**src/rtl/cdb_arbiter_pkg.sv**
```systemverilog
// Arbiter-local constants and sizing helpers.
package cdb_arbiter_pkg;

    localparam int unsigned SKID_DEPTH = 2;

    // Index width that stays at least one bit wide for a single source.
    function automatic int unsigned idx_w(int unsigned n);
        return (n > 1) ? $clog2(n) : 1;
    endfunction

endpackage

```
**src/rtl/ooop_types.sv**
```systemverilog
// Types shared across the out-of-order core: common-data-bus result packet and sizes.
package ooop_types;

    localparam int unsigned XLEN        = 32;
    localparam int unsigned PREG_W      = 7;
    localparam int unsigned ROB_TAG_W   = 6;
    localparam int unsigned NUM_CDB_SRC = 4;

    typedef struct packed {
        logic [ROB_TAG_W-1:0] rob_tag;
        logic [PREG_W-1:0]    preg;
        logic                 wen;
        logic [XLEN-1:0]      data;
    } cdb_pkt_t;

endpackage

```
**src/rtl/cdb_arbiter_if.sv**
```systemverilog
// Producer-side request bus and CDB broadcast bundle of the arbiter.
interface cdb_arbiter_if #(
    parameter int unsigned NUM_SRC = ooop_types::NUM_CDB_SRC
) ();
    import ooop_types::*;
    import cdb_arbiter_pkg::*;

    localparam int unsigned SRC_W = idx_w(NUM_SRC);

    logic [NUM_SRC-1:0] req_valid_i;
    logic [NUM_SRC-1:0] req_ready_o;
    cdb_pkt_t           req_pkt_i [NUM_SRC];
    logic               cdb_valid_o;
    logic [SRC_W-1:0]   cdb_src_o;
    cdb_pkt_t           cdb_pkt_o;
    logic               wakeup_valid_o;
    logic [PREG_W-1:0]  wakeup_tag_o;

    modport slave (
        input  req_valid_i, req_pkt_i,
        output req_ready_o, cdb_valid_o, cdb_src_o, cdb_pkt_o, wakeup_valid_o, wakeup_tag_o
    );

    modport master (
        output req_valid_i, req_pkt_i,
        input  req_ready_o, cdb_valid_o, cdb_src_o, cdb_pkt_o, wakeup_valid_o, wakeup_tag_o
    );

endinterface

```
**src/rtl/cdb_skid_fifo.sv**
```systemverilog
// Two-entry in-order skid buffer for one CDB producer; ready comes from the registered count only.
module cdb_skid_fifo
    import ooop_types::*;
#(
    parameter int unsigned DEPTH = 2
) (
    input  logic       clk,
    input  logic       rst_n,
    input  logic       flush_i,
    input  logic       push_i,
    input  cdb_pkt_t   pkt_i,
    input  logic       pop_i,
    output cdb_pkt_t   head_o,
    output logic [1:0] count_o,
    output logic       ready_o
);

    cdb_pkt_t   mem_q [2];
    logic       wr_q, wr_d;
    logic       rd_q, rd_d;
    logic [1:0] count_q, count_d;
    logic       push_ok, pop_ok;

    assign ready_o = (count_q < 2'(DEPTH));
    assign push_ok = push_i & ready_o;
    assign pop_ok  = pop_i & (count_q != 2'd0);
    assign head_o  = mem_q[rd_q];
    assign count_o = count_q;

    always_comb begin
        wr_d    = wr_q;
        rd_d    = rd_q;
        count_d = count_q;
        if (flush_i) begin
            wr_d    = 1'b0;
            rd_d    = 1'b0;
            count_d = 2'd0;
        end else begin
            if (push_ok) wr_d = ~wr_q;
            if (pop_ok)  rd_d = ~rd_q;
            case ({push_ok, pop_ok})
                2'b10:   count_d = count_q + 2'd1;
                2'b01:   count_d = count_q - 2'd1;
                default: count_d = count_q;
            endcase
        end
    end

    always_ff @(posedge clk or negedge rst_n) begin
        if (!rst_n) begin
            wr_q    <= 1'b0;
            rd_q    <= 1'b0;
            count_q <= 2'd0;
            for (int unsigned i = 0; i < 2; i++) mem_q[i] <= '0;
        end else begin
            wr_q    <= wr_d;
            rd_q    <= rd_d;
            count_q <= count_d;
            if (push_ok && !flush_i) mem_q[wr_q] <= pkt_i;
        end
    end

endmodule

```
**src/rtl/cdb_arbiter.sv**
```systemverilog
// Round-robin arbiter sharing the common data bus among result producers; registered broadcast drives wakeup.
module cdb_arbiter
    import ooop_types::*;
    import cdb_arbiter_pkg::*;
#(
    parameter int unsigned NUM_SRC    = NUM_CDB_SRC,
    parameter int unsigned SKID_DEPTH = cdb_arbiter_pkg::SKID_DEPTH
) (
    input  logic          clk,
    input  logic          rst_n,
    input  logic          flush_i,
    cdb_arbiter_if.slave  bus
);

    localparam int unsigned SRC_W = idx_w(NUM_SRC);

    logic [1:0]         count [NUM_SRC];
    cdb_pkt_t           head  [NUM_SRC];
    logic [NUM_SRC-1:0] cand, pop, ready;

    logic               found;
    logic [SRC_W-1:0]   win;
    int unsigned        idx;

    logic               valid_q, valid_d;
    logic [SRC_W-1:0]   src_q, src_d;
    cdb_pkt_t           pkt_q, pkt_d;
    logic [SRC_W-1:0]   rr_q, rr_d;

    for (genvar g = 0; g < NUM_SRC; g++) begin : g_src
        cdb_skid_fifo #(.DEPTH(SKID_DEPTH)) u_fifo (
            .clk     (clk),
            .rst_n   (rst_n),
            .flush_i (flush_i),
            .push_i  (bus.req_valid_i[g]),
            .pkt_i   (bus.req_pkt_i[g]),
            .pop_i   (pop[g]),
            .head_o  (head[g]),
            .count_o (count[g]),
            .ready_o (ready[g])
        );
        assign cand[g] = (count[g] != 2'd0);
    end

    assign bus.req_ready_o = ready;

    // Search from rr_q with an explicit wrap so non-power-of-2 source counts work.
    always_comb begin
        found = 1'b0;
        win   = '0;
        idx   = 0;
        for (int unsigned k = 0; k < NUM_SRC; k++) begin
            idx = 32'(rr_q) + k;
            if (idx >= NUM_SRC) idx = idx - NUM_SRC;
            if (!found && cand[SRC_W'(idx)]) begin
                found = 1'b1;
                win   = SRC_W'(idx);
            end
        end
    end

    always_comb begin
        pop     = '0;
        valid_d = found;
        src_d   = src_q;
        pkt_d   = pkt_q;
        rr_d    = rr_q;
        if (flush_i) begin
            valid_d = 1'b0;
            rr_d    = '0;
        end else if (found) begin
            pop[win] = 1'b1;
            src_d    = win;
            pkt_d    = head[win];
            rr_d     = (win == SRC_W'(NUM_SRC - 1)) ? '0 : win + 1'b1;
        end
    end

    always_ff @(posedge clk or negedge rst_n) begin
        if (!rst_n) begin
            valid_q <= 1'b0;
            src_q   <= '0;
            pkt_q   <= '0;
            rr_q    <= '0;
        end else begin
            valid_q <= valid_d;
            src_q   <= src_d;
            pkt_q   <= pkt_d;
            rr_q    <= rr_d;
        end
    end

    assign bus.cdb_valid_o    = valid_q;
    assign bus.cdb_src_o      = src_q;
    assign bus.cdb_pkt_o      = pkt_q;
    assign bus.wakeup_valid_o = valid_q & pkt_q.wen;
    assign bus.wakeup_tag_o   = pkt_q.preg;

endmodule
```
**src/flat_wrapper.sv**
```systemverilog
// flat-port wrapper written by rule: the top's interface ports become plain ports
module cdb_arbiter_flat import ooop_types::*; import cdb_arbiter_pkg::*;
#(
    parameter int unsigned NUM_SRC    = NUM_CDB_SRC,
    parameter int unsigned SKID_DEPTH = cdb_arbiter_pkg::SKID_DEPTH
)
  (clk, rst_n, flush_i, bus_req_valid_i, bus_req_pkt_i, bus_req_ready_o, bus_cdb_valid_o, bus_cdb_src_o, bus_cdb_pkt_o, bus_wakeup_valid_o, bus_wakeup_tag_o);
  cdb_arbiter_if #(.NUM_SRC(NUM_SRC)) bus_i ();
  input  logic clk;
  input  logic rst_n;
  input  logic flush_i;
  input wire logic [$bits(bus_i.req_valid_i)-1:0] bus_req_valid_i;
  input wire logic [$bits(bus_i.req_pkt_i)-1:0] bus_req_pkt_i;
  output wire logic [$bits(bus_i.req_ready_o)-1:0] bus_req_ready_o;
  output wire logic [$bits(bus_i.cdb_valid_o)-1:0] bus_cdb_valid_o;
  output wire logic [$bits(bus_i.cdb_src_o)-1:0] bus_cdb_src_o;
  output wire logic [$bits(bus_i.cdb_pkt_o)-1:0] bus_cdb_pkt_o;
  output wire logic [$bits(bus_i.wakeup_valid_o)-1:0] bus_wakeup_valid_o;
  output wire logic [$bits(bus_i.wakeup_tag_o)-1:0] bus_wakeup_tag_o;
  assign bus_i.req_valid_i = bus_req_valid_i;
  assign bus_i.req_pkt_i = {>>{bus_req_pkt_i}};
  assign bus_req_ready_o = bus_i.req_ready_o;
  assign bus_cdb_valid_o = bus_i.cdb_valid_o;
  assign bus_cdb_src_o = bus_i.cdb_src_o;
  assign bus_cdb_pkt_o = bus_i.cdb_pkt_o;
  assign bus_wakeup_valid_o = bus_i.wakeup_valid_o;
  assign bus_wakeup_tag_o = bus_i.wakeup_tag_o;
  cdb_arbiter #(.NUM_SRC(NUM_SRC), .SKID_DEPTH(SKID_DEPTH)) u_core (.clk(clk), .rst_n(rst_n), .flush_i(flush_i), .bus(bus_i));
endmodule
```
**config.mk**
```make
export PLATFORM = sky130hd
export DESIGN_NAME = cdb_arbiter_flat
export DESIGN_NICKNAME = d
export VERILOG_FILES = /design/src/rtl/cdb_arbiter_pkg.sv /design/src/rtl/ooop_types.sv /design/src/rtl/cdb_arbiter_if.sv /design/src/rtl/cdb_skid_fifo.sv /design/src/rtl/cdb_arbiter.sv /design/src/flat_wrapper.sv
export SDC_FILE = /design/constraint.sdc
export NUM_CORES = 1
export LEC_CHECK = 0
export BUFFER_PORTS_ARGS = -buffer_cell sky130_fd_sc_hd__buf_2
export CAP_MARGIN = 20
export CORE_ASPECT_RATIO = 1.75
export CORE_MARGIN = 2
export CORE_UTILIZATION = 40
export DETAILED_ROUTE_END_ITERATION = 8
export HOLD_SLACK_MARGIN = 0.06
export PLACE_DENSITY = 0.65
export SLEW_MARGIN = 20
export SYNTH_ARGS = -nofsm -noshare
export SYNTH_HDL_FRONTEND = slang
export SYNTH_HIERARCHICAL = 1
export SYNTH_SLANG_ARGS = --single-unit
```
**constraint.sdc**
```tcl
create_clock -name clk -period 7.8 [get_ports clk]
set_input_delay 2.34 -clock clk [delete_from_list [all_inputs] [get_ports clk]]
set_output_delay 2.34 -clock clk [all_outputs]
set_load 0.01 [all_outputs]
```
==> metrics.md, run 1 <==
| Metric | Value |
|---|---|
| DRT iter0 DRCs | `approximately 630` |
| Mapped Nets | `1556` |
| Port Buffer Count | `251` |
| Detailed placer's ending HPWL | `approximately 37000 um` |
| Die footprint | `between 0.05 and 0.06 mm^2` |
| Worst slew pin tran | `1.06 ns` |
| CTS tree | `done` |
| Grt ovf | `0` |
| Cell Rows | `109` |
| Residual DRC | `0` |
| CP endpoint kind | `register` |
| Cts hold-fix bufs | `0` |
| Antenna violations before repair | `11` |
| Yosys reg bits | `435` |
| P per Cell Area | `340 mW/mm^2` |
| CTS clock-pin slew for the worst setup and hold paths | `around 0.06 ns` |
| Placed inst area | `0.0218 mm^2` |
| Top FF cell, synth | `dfrtp_1` |
| Max Clock Skew | `0.0287 ns` |
| Root Driver | `clkbuf_16` |
| Syn Inst Count | `1364` |
| Final instance area | `between 0.02 and 0.025 mm^2` |
| Pre-CTS setup slack | `2.25 ns` |
| Worst Setup EP | `u_core/g_src[3].u_fifo/count_o[0]` |
| Largest net degree at the start of global routing | `176` |
| Final setup viols | `0` |
| Pleak | `10.2 nW` |
| WL final | `54100 um` |
| Worst-skew pair later-pin latency | `0.57 ns` |
| Starting Density | `40.3%` |
| Vias | `12000` |
| Design Power | `7.91 mW` |
| CP Launch Type | `primary input` |
| Relative slew slack | `29.7%` |
| Reg-to-reg slack, setup | `4.10 ns` |
| Outcome | `finished clean` |
| Average wire per standard cell | `23.6 um` |
| Top cells by count, synth | `mux2_2, dfrtp_1, mux2i_1` |
| YS warnings | `6` |
| Biggest area consumer among synthesized cells | `dfrtp_1` |
| DRT Pass-1 Iters | `4` |
| Top post-synthesis cells by area | `dfrtp_1, mux2_2, mux2i_1` |
| Max_cap viols | `0` |
| Vias/cell | `5.25` |
| Final ANT Viol Nets | `0` |
| CP required | `8.29 ns` |
| Final Max Slew Viols | `0` |
| Fraction of post-synthesis cell area in the top cell type by area | `53.7%` |
| Crit Path Class | `in -> reg` |
| Longest Clk Path Bufs | `3` |
| Share of cells above drive strength 1 | `roughly 58%` |
| Syn avg cell area | `14.9 um^2` |
| Vias in the first global route | `about 13000` |
| CP startpoint | `flush_i` |
| Tightest Hold Check Type | `reg -> reg` |
| Core Box Area | `between 0.05 and 0.06 mm^2` |
| Setup ws final | `2.80 ns` |
| Worst reg2reg path depth | `9` |
| First-pass GRT wire length | `81700 um` |
| Mapped Area | `0.0203 mm^2` |
| Final cycle utilization of the critical path | `64.2%` |
| Clock Sinks | `435` |
| Sequential element share of the synthesized area | `between 50% and 60%` |
| Die Y-Extent | `302 um` |
| Max rail drop VDD | `188 uV` |
| Final Util | `46.2%` |
| Setup repair bufs after CTS | `0` |
| PostCTS Resize Cnt | `0` |
| Share of flip-flops with an asynchronous set or reset | `100%` |
| Die X | `174 um` |
| Setup TNS | `0 ns` |
| Nets@finish | `1783` |
| FF-to-FF End | `u_core/g_src[3].u_fifo/count_o[0]` |
| Worst r2r src | `u_core/g_src[1].u_fifo/count_o[1]` |
| Yosys cell types | `38` |
| Gr usage total | `20.6%` |
| Endpoints failing hold | `0` |
| Crit path max fanout | `51` |
| Area Overhead vs Synth | `14.7%` |
| Top-count cell post-synth | `mux2_2` |
| Fin crit period | `5.00 ns` |
| FILL cells | `4569` |
| CTS HTree Levels | `2` |
| RePlAce Congestion | `0.784` |
| RSZ-0062 raised after global routing | `false` |
| CTS buffer count | `43` |
| CP arrival | `5.49 ns` |
| EDFF count, synth | `0` |
| IO Count | `roughly 250` |
| Fmax | `200 MHz` |
[per-layer routing]
| layer | GRT usage, % | vias to the layer above | wire length, um |
|---|---|---|---|
| li1 | - | 5391 | - |
| met1 | 22.2 | 6258 | 19800 |
| met2 | 39.6 | 286 | 29800 |
| met3 | 3.09 | 99 | 2130 |
| met4 | 9.04 | 4 | 2340 |
| met5 | 0 | - | 27 |
[worst min path at each step]
stage | endpoint | from | depth (start not counted)
floorplan | u_core/g_src[0].u_fifo/mem_q[77] | u_core/g_src[0].u_fifo/mem_q[77] | 1
global placement | u_core/g_src[3].u_fifo/mem_q[85] | u_core/g_src[3].u_fifo/mem_q[85] | 1
detailed placement | u_core/bus.cdb_pkt_o[41] | u_core/bus.cdb_pkt_o[41] | 2
CTS | u_core/g_src[1].u_fifo/mem_q[78] | u_core/g_src[1].u_fifo/mem_q[78] | 1
global route | u_core/g_src[2].u_fifo/mem_q[78] | u_core/g_src[2].u_fifo/mem_q[78] | 1
finish | u_core/g_src[1].u_fifo/mem_q[78] | u_core/g_src[1].u_fifo/mem_q[78] | 1
[power by group]
group | switching (mW) | total (mW) | internal (mW)
clock | 0.888 | 2.09 | 1.20
combinational | 1.14 | 2.34 | 1.20
sequential | 0.436 | 3.48 | 3.04
[final cells by class]
| class | count | area [um^2] | share of cell area [%] |
|---|---|---|---|
| inverters | 7 | 26.3 | 0.113 |
| repair buffers | 271 | 1440 | 6.20 |
| flip-flops and latches | 435 | 10900 | 46.9 |
| clock buffers | 67 | 1290 | 5.54 |
| clock inverters | 12 | 128 | 0.549 |
| diodes | 3 | 7.51 | 0.0323 |
| multi-input cells | 833 | 8620 | 37.1 |
| well taps | 666 | 833 | 3.59 |
[cells in the final DEF, fill, tap and decap left out, types with 5 or more instances in the layout]
| cell type | count |
|---|---|
| clkbuf_16 | 44 |
| mux2_1 | 12 |
| nand2b_1 | 5 |
| clkbuf_1 | 13 |
| o21ai_0 | 9 |
| o221ai_1 | 10 |
| o221ai_2 | 36 |
| clkinv_2 | 7 |
| buf_4 | 18 |
| dfrtp_1 | 431 |
| nand2_1 | 53 |
| a21oi_1 | 9 |
| buf_2 | 250 |
| clkbuf_8 | 10 |
| mux2_2 | 544 |
| nor2_1 | 17 |
| xor2_1 | 8 |
| nor2b_1 | 9 |
| mux2i_1 | 92 |
[sequential cells by signal, indices dropped and copies added (netlist names)]
name and flops:
u_core/bus.cdb_valid_o 1, u_core/g_src.u_fifo/mem_q 368, u_core/bus.wakeup_tag_o 7, u_core/rr_q 2
u_core/bus.cdb_src_o 2, u_core/g_src.u_fifo/count_o 8, u_core/g_src.u_fifo/wr_q 4, u_core/g_src.u_fifo/rd_q 4
u_core/bus.cdb_pkt_o 39
[critical path, stage by stage]
cell      delay, ns
buf_2          0.51
nand2b_2       0.95
inv_2          0.17
nand2_2        0.61
nor2_1         0.15
nor2b_1        0.24
mux2_2         0.36
a21oi_1        0.12
[through the flow]
stage,hold slack [ns],cells
finish,0.487,2294
global route,0.509,2294
floorplan,0.454,1364
global placement,0.463,2212
detailed placement,0.469,2212
CTS,0.494,2291
[cell families (layout without fill, tap and decap cells)]
kind of cell,after synthesis,count (layout),share of synthesized area (%)
flops,435,435,53.7
other cells,0,3,0
simple gates,106,106,2.78
buf+inv,96,357,3.88
mux,648,648,35.4
fa+ha+maj,1,1,0.0617
compound gates,70,70,3.77
xor+xnor,8,8,0.346
Power figures use the tool's default switching activity.
==> inputs of run 2 (changes only) <==
==> constraint.sdc (replaced) <==
create_clock -name clk -period 5.25 [get_ports clk]
set_input_delay 1.575 -clock clk [delete_from_list [all_inputs] [get_ports clk]]
set_output_delay 1.575 -clock clk [all_outputs]
set_load 0.01 [all_outputs]
==> run 2 against run 1 <==
Against the previous run: sequential power increased by 48%; register-to-register slack worse by 1.8 ns; cell count increased by 0.22%; design area is 0.30% higher; die area unchanged; sequential cell count did not move; core utilization rose by 0.14 points; clock power up 47%; worst setup slack got worse by 0.91 ns.
==> metrics.md, run 2 (synthesis gave the netlist of run 1 again) <==
| Metric | Value |
|---|---|
| RSZ-0062 raised after global routing | `false` |
| Placed inst area | `0.0219 mm^2 (+0.40%)` |
| Final ANT Viol Nets | `0 (unchanged)` |
| WHS Path Cells | `1 (unchanged)` |
| Max Clock Skew | `0.0101 ns (-0.0186 ns)` |
| Final setup viols | `0 (unchanged)` |
| M3 GR Usage | `3.19% (+0.10 points)` |
| WL final | `53400 um (-1.2%)` |
| Share of cells above drive strength 1 | `58.1% (+0.22 points)` |
| Gr usage total | `20.4% (-0.16 points)` |
| Starting Density | `40.3% (unchanged)` |
| Crit path cell chain | `buf_2 -> nand2b_2 -> inv_2 -> nand2_2 -> nor2_1 -> nor2b_1 -> mux2_2 -> a21oi_1` |
| Endpoints failing hold | `0 (unchanged)` |
| Core Box Area | `0.0503 mm^2 (unchanged)` |
| CTS buffer count | `43 (unchanged)` |
| Average wire per standard cell | `23.2 um (-1.4%)` |
| CP arrival | `3.82 ns (-1.67 ns)` |
| Top reg by flops | `u_core/g_src.u_fifo/mem_q` |
| Cell Rows | `109 (unchanged)` |
| Root Driver | `clkbuf_16` |
| P per Cell Area | `502 mW/mm^2 (+47%)` |
| Setup repair bufs after CTS | `0 (unchanged)` |
| Max_cap viols | `0 (unchanged)` |
| CP required | `5.70 ns (-2.59 ns)` |
| Detailed placer's ending HPWL | `36800 um (+0.62%)` |
| Final Util | `46.3% (+0.14 points)` |
| PostCTS Resize Cnt | `0 (unchanged)` |
| Final Max Slew Viols | `0 (unchanged)` |
| Tightest Hold Check Type | `reg -> reg` |
| Most common cell after layout, fill and taps aside | `mux2_2` |
| Clock Sinks | `435 (unchanged)` |
| Die footprint | `0.0526 mm^2 (unchanged)` |
| Largest net degree at the start of global routing | `118 (-33%)` |
| Setup TNS | `0 ns (unchanged)` |
| Area Overhead vs Synth | `15.0%` |
| Nets@finish | `1792 (+0.50%)` |
| Vias in the first global route | `13100 (-2.8%)` |
| Pleak | `10.3 nW (+0.40%)` |
| RePlAce Congestion | `0.824 (+5.1%)` |
| CP max stage cell | `nand2_2` |
| Worst reg2reg path depth | `9 (unchanged)` |
| Fmax | `297 MHz` |
| Max reg flops | `368 (unchanged)` |
| CP Launch Type | `primary input` |
| CTS clock-pin slew for the worst setup and hold paths | `0.06 ns (about the same)` |
| Vias/cell | `5.22 (-0.52%)` |
| Die X | `174 um (unchanged)` |
| Crit Path Class | `in -> reg` |
| Final instance area | `0.0233 mm^2 (+0.30%)` |
| CP endpoint kind | `register` |
| Commonest non-fill, non-tap cells in the layout | `mux2_2, dfrtp_1, buf_2` |
| Longest Clk Path Bufs | `3 (unchanged)` |
| FILL cells | `4535 (-0.74%)` |
| Worst-skew pair later-pin latency | `0.54 ns (-0.03 ns)` |
| Antenna violations before repair | `13 (+2)` |
| Global route hottest layer | `met2` |
| Final cycle utilization of the critical path | `64.1%` |
| Grt ovf | `0 (unchanged)` |
| Crit path max fanout | `27 (-47%)` |
| DRT iter0 DRCs | `574 (-9.2%)` |
| Slowest cell delay on critical path | `0.52 ns (-0.43 ns)` |
| Relative slew slack | `30.1% (+0.40 points)` |
| Port Buffer Count | `251 (unchanged)` |
| Cts hold-fix bufs | `0 (unchanged)` |
| DRT Pass-1 Iters | `4 (unchanged)` |
| Met2 Use GR | `39.6% (unchanged)` |
| GRT met1 Usage | `22.6% (+0.39 points)` |
| Worst slew pin tran | `1.05 ns (-0.00603 ns)` |
| Fin crit period | `3.37 ns` |
| Die Y-Extent | `302 um (unchanged)` |
| CTS tree | `done` |
| Outcome | `finished clean` |
| Max rail drop VDD | `277 uV (+48%)` |
| IO Count | `252 (unchanged)` |
| Vias | `12000 (-0.30%)` |
| CTS HTree Levels | `2 (unchanged)` |
| Residual DRC | `0 (unchanged)` |
| First-pass GRT wire length | `81300 um (-0.49%)` |
## run 2: area by class of cell
| class | instances | area (um^2) | area share [%] |
|---|---|---|---|
| Sequential cell | 435 | 10900 | 46.7 |
| Multi-Input combinational cell | 833 | 8620 | 37.0 |
| Timing Repair Buffer | 280 | 1530 | 6.58 |
| Clock buffer | 69 | 1340 | 5.73 |
| Tap cell | 666 | 833 | 3.58 |
| Clock inverter | 7 | 62.6 | 0.268 |
| Inverter | 7 | 26.3 | 0.113 |
| Antenna cell | 2 | 5.00 | 0.0215 |
## run 2: metrics by stage
stage | cells | total power [mW] | hold slack, ns | setup slack (ns)
CTS | 2297 | 11.9 | 0.487 | 1.89
global placement | 2221 | 8.61 | 0.463 | 1.43
detailed placement | 2221 | 8.78 | 0.472 | 1.33
global route | 2298 | 12.4 | 0.500 | 1.70
finish | 2299 | 11.7 | 0.486 | 1.88
floorplan | 1364 | 7.54 | 0.454 | 2.33
## run 2: metal layers
| layer | routed length [um] | part of all wire, % |
|---|---|---|
| met1 | 19700 | 37 |
| met2 | 29800 | 56 |
| met3 | 2080 | 3.9 |
| met4 | 1770 | 3.3 |
| met5 | 39 | 0.073 |
## run 2: path summary, 6_finish.rpt
| check | slack [ns] | start | endpoint |
|---|---|---|---|
| max in group asynchronous | 3.05 | rst_n | u_core/g_src[2].u_fifo/mem_q[45] |
| hold / removal | 0.49 | u_core/g_src[0].u_fifo/mem_q[78] | u_core/g_src[0].u_fifo/mem_q[78] |
| hold reg to reg | 0.49 | u_core/g_src[0].u_fifo/mem_q[78] | u_core/g_src[0].u_fifo/mem_q[78] |
| setup reg to reg | 2.31 | u_core/g_src[1].u_fifo/count_o[1] | u_core/g_src[3].u_fifo/count_o[0] |
| min in group asynchronous | 1.11 | rst_n | u_core/g_src[1].u_fifo/mem_q[11] |
| setup / recovery | 1.88 | flush_i | u_core/g_src[3].u_fifo/count_o[0] |
## run 2: power breakdown
group          total (mW)  switching [mW]  internal, mW
Clock                3.08            1.30          1.79
Sequential           5.16           0.637          4.52
Combinational        3.46            1.67          1.79
## run 2: worst max-delay path: cells and delay by family
kind,cells,cell delay [ns]
and+or+nand+nor,4,1.14
buffers and inverters,2,0.56
muxes,1,0.37
AOI/OAI and AO/OA,1,0.15
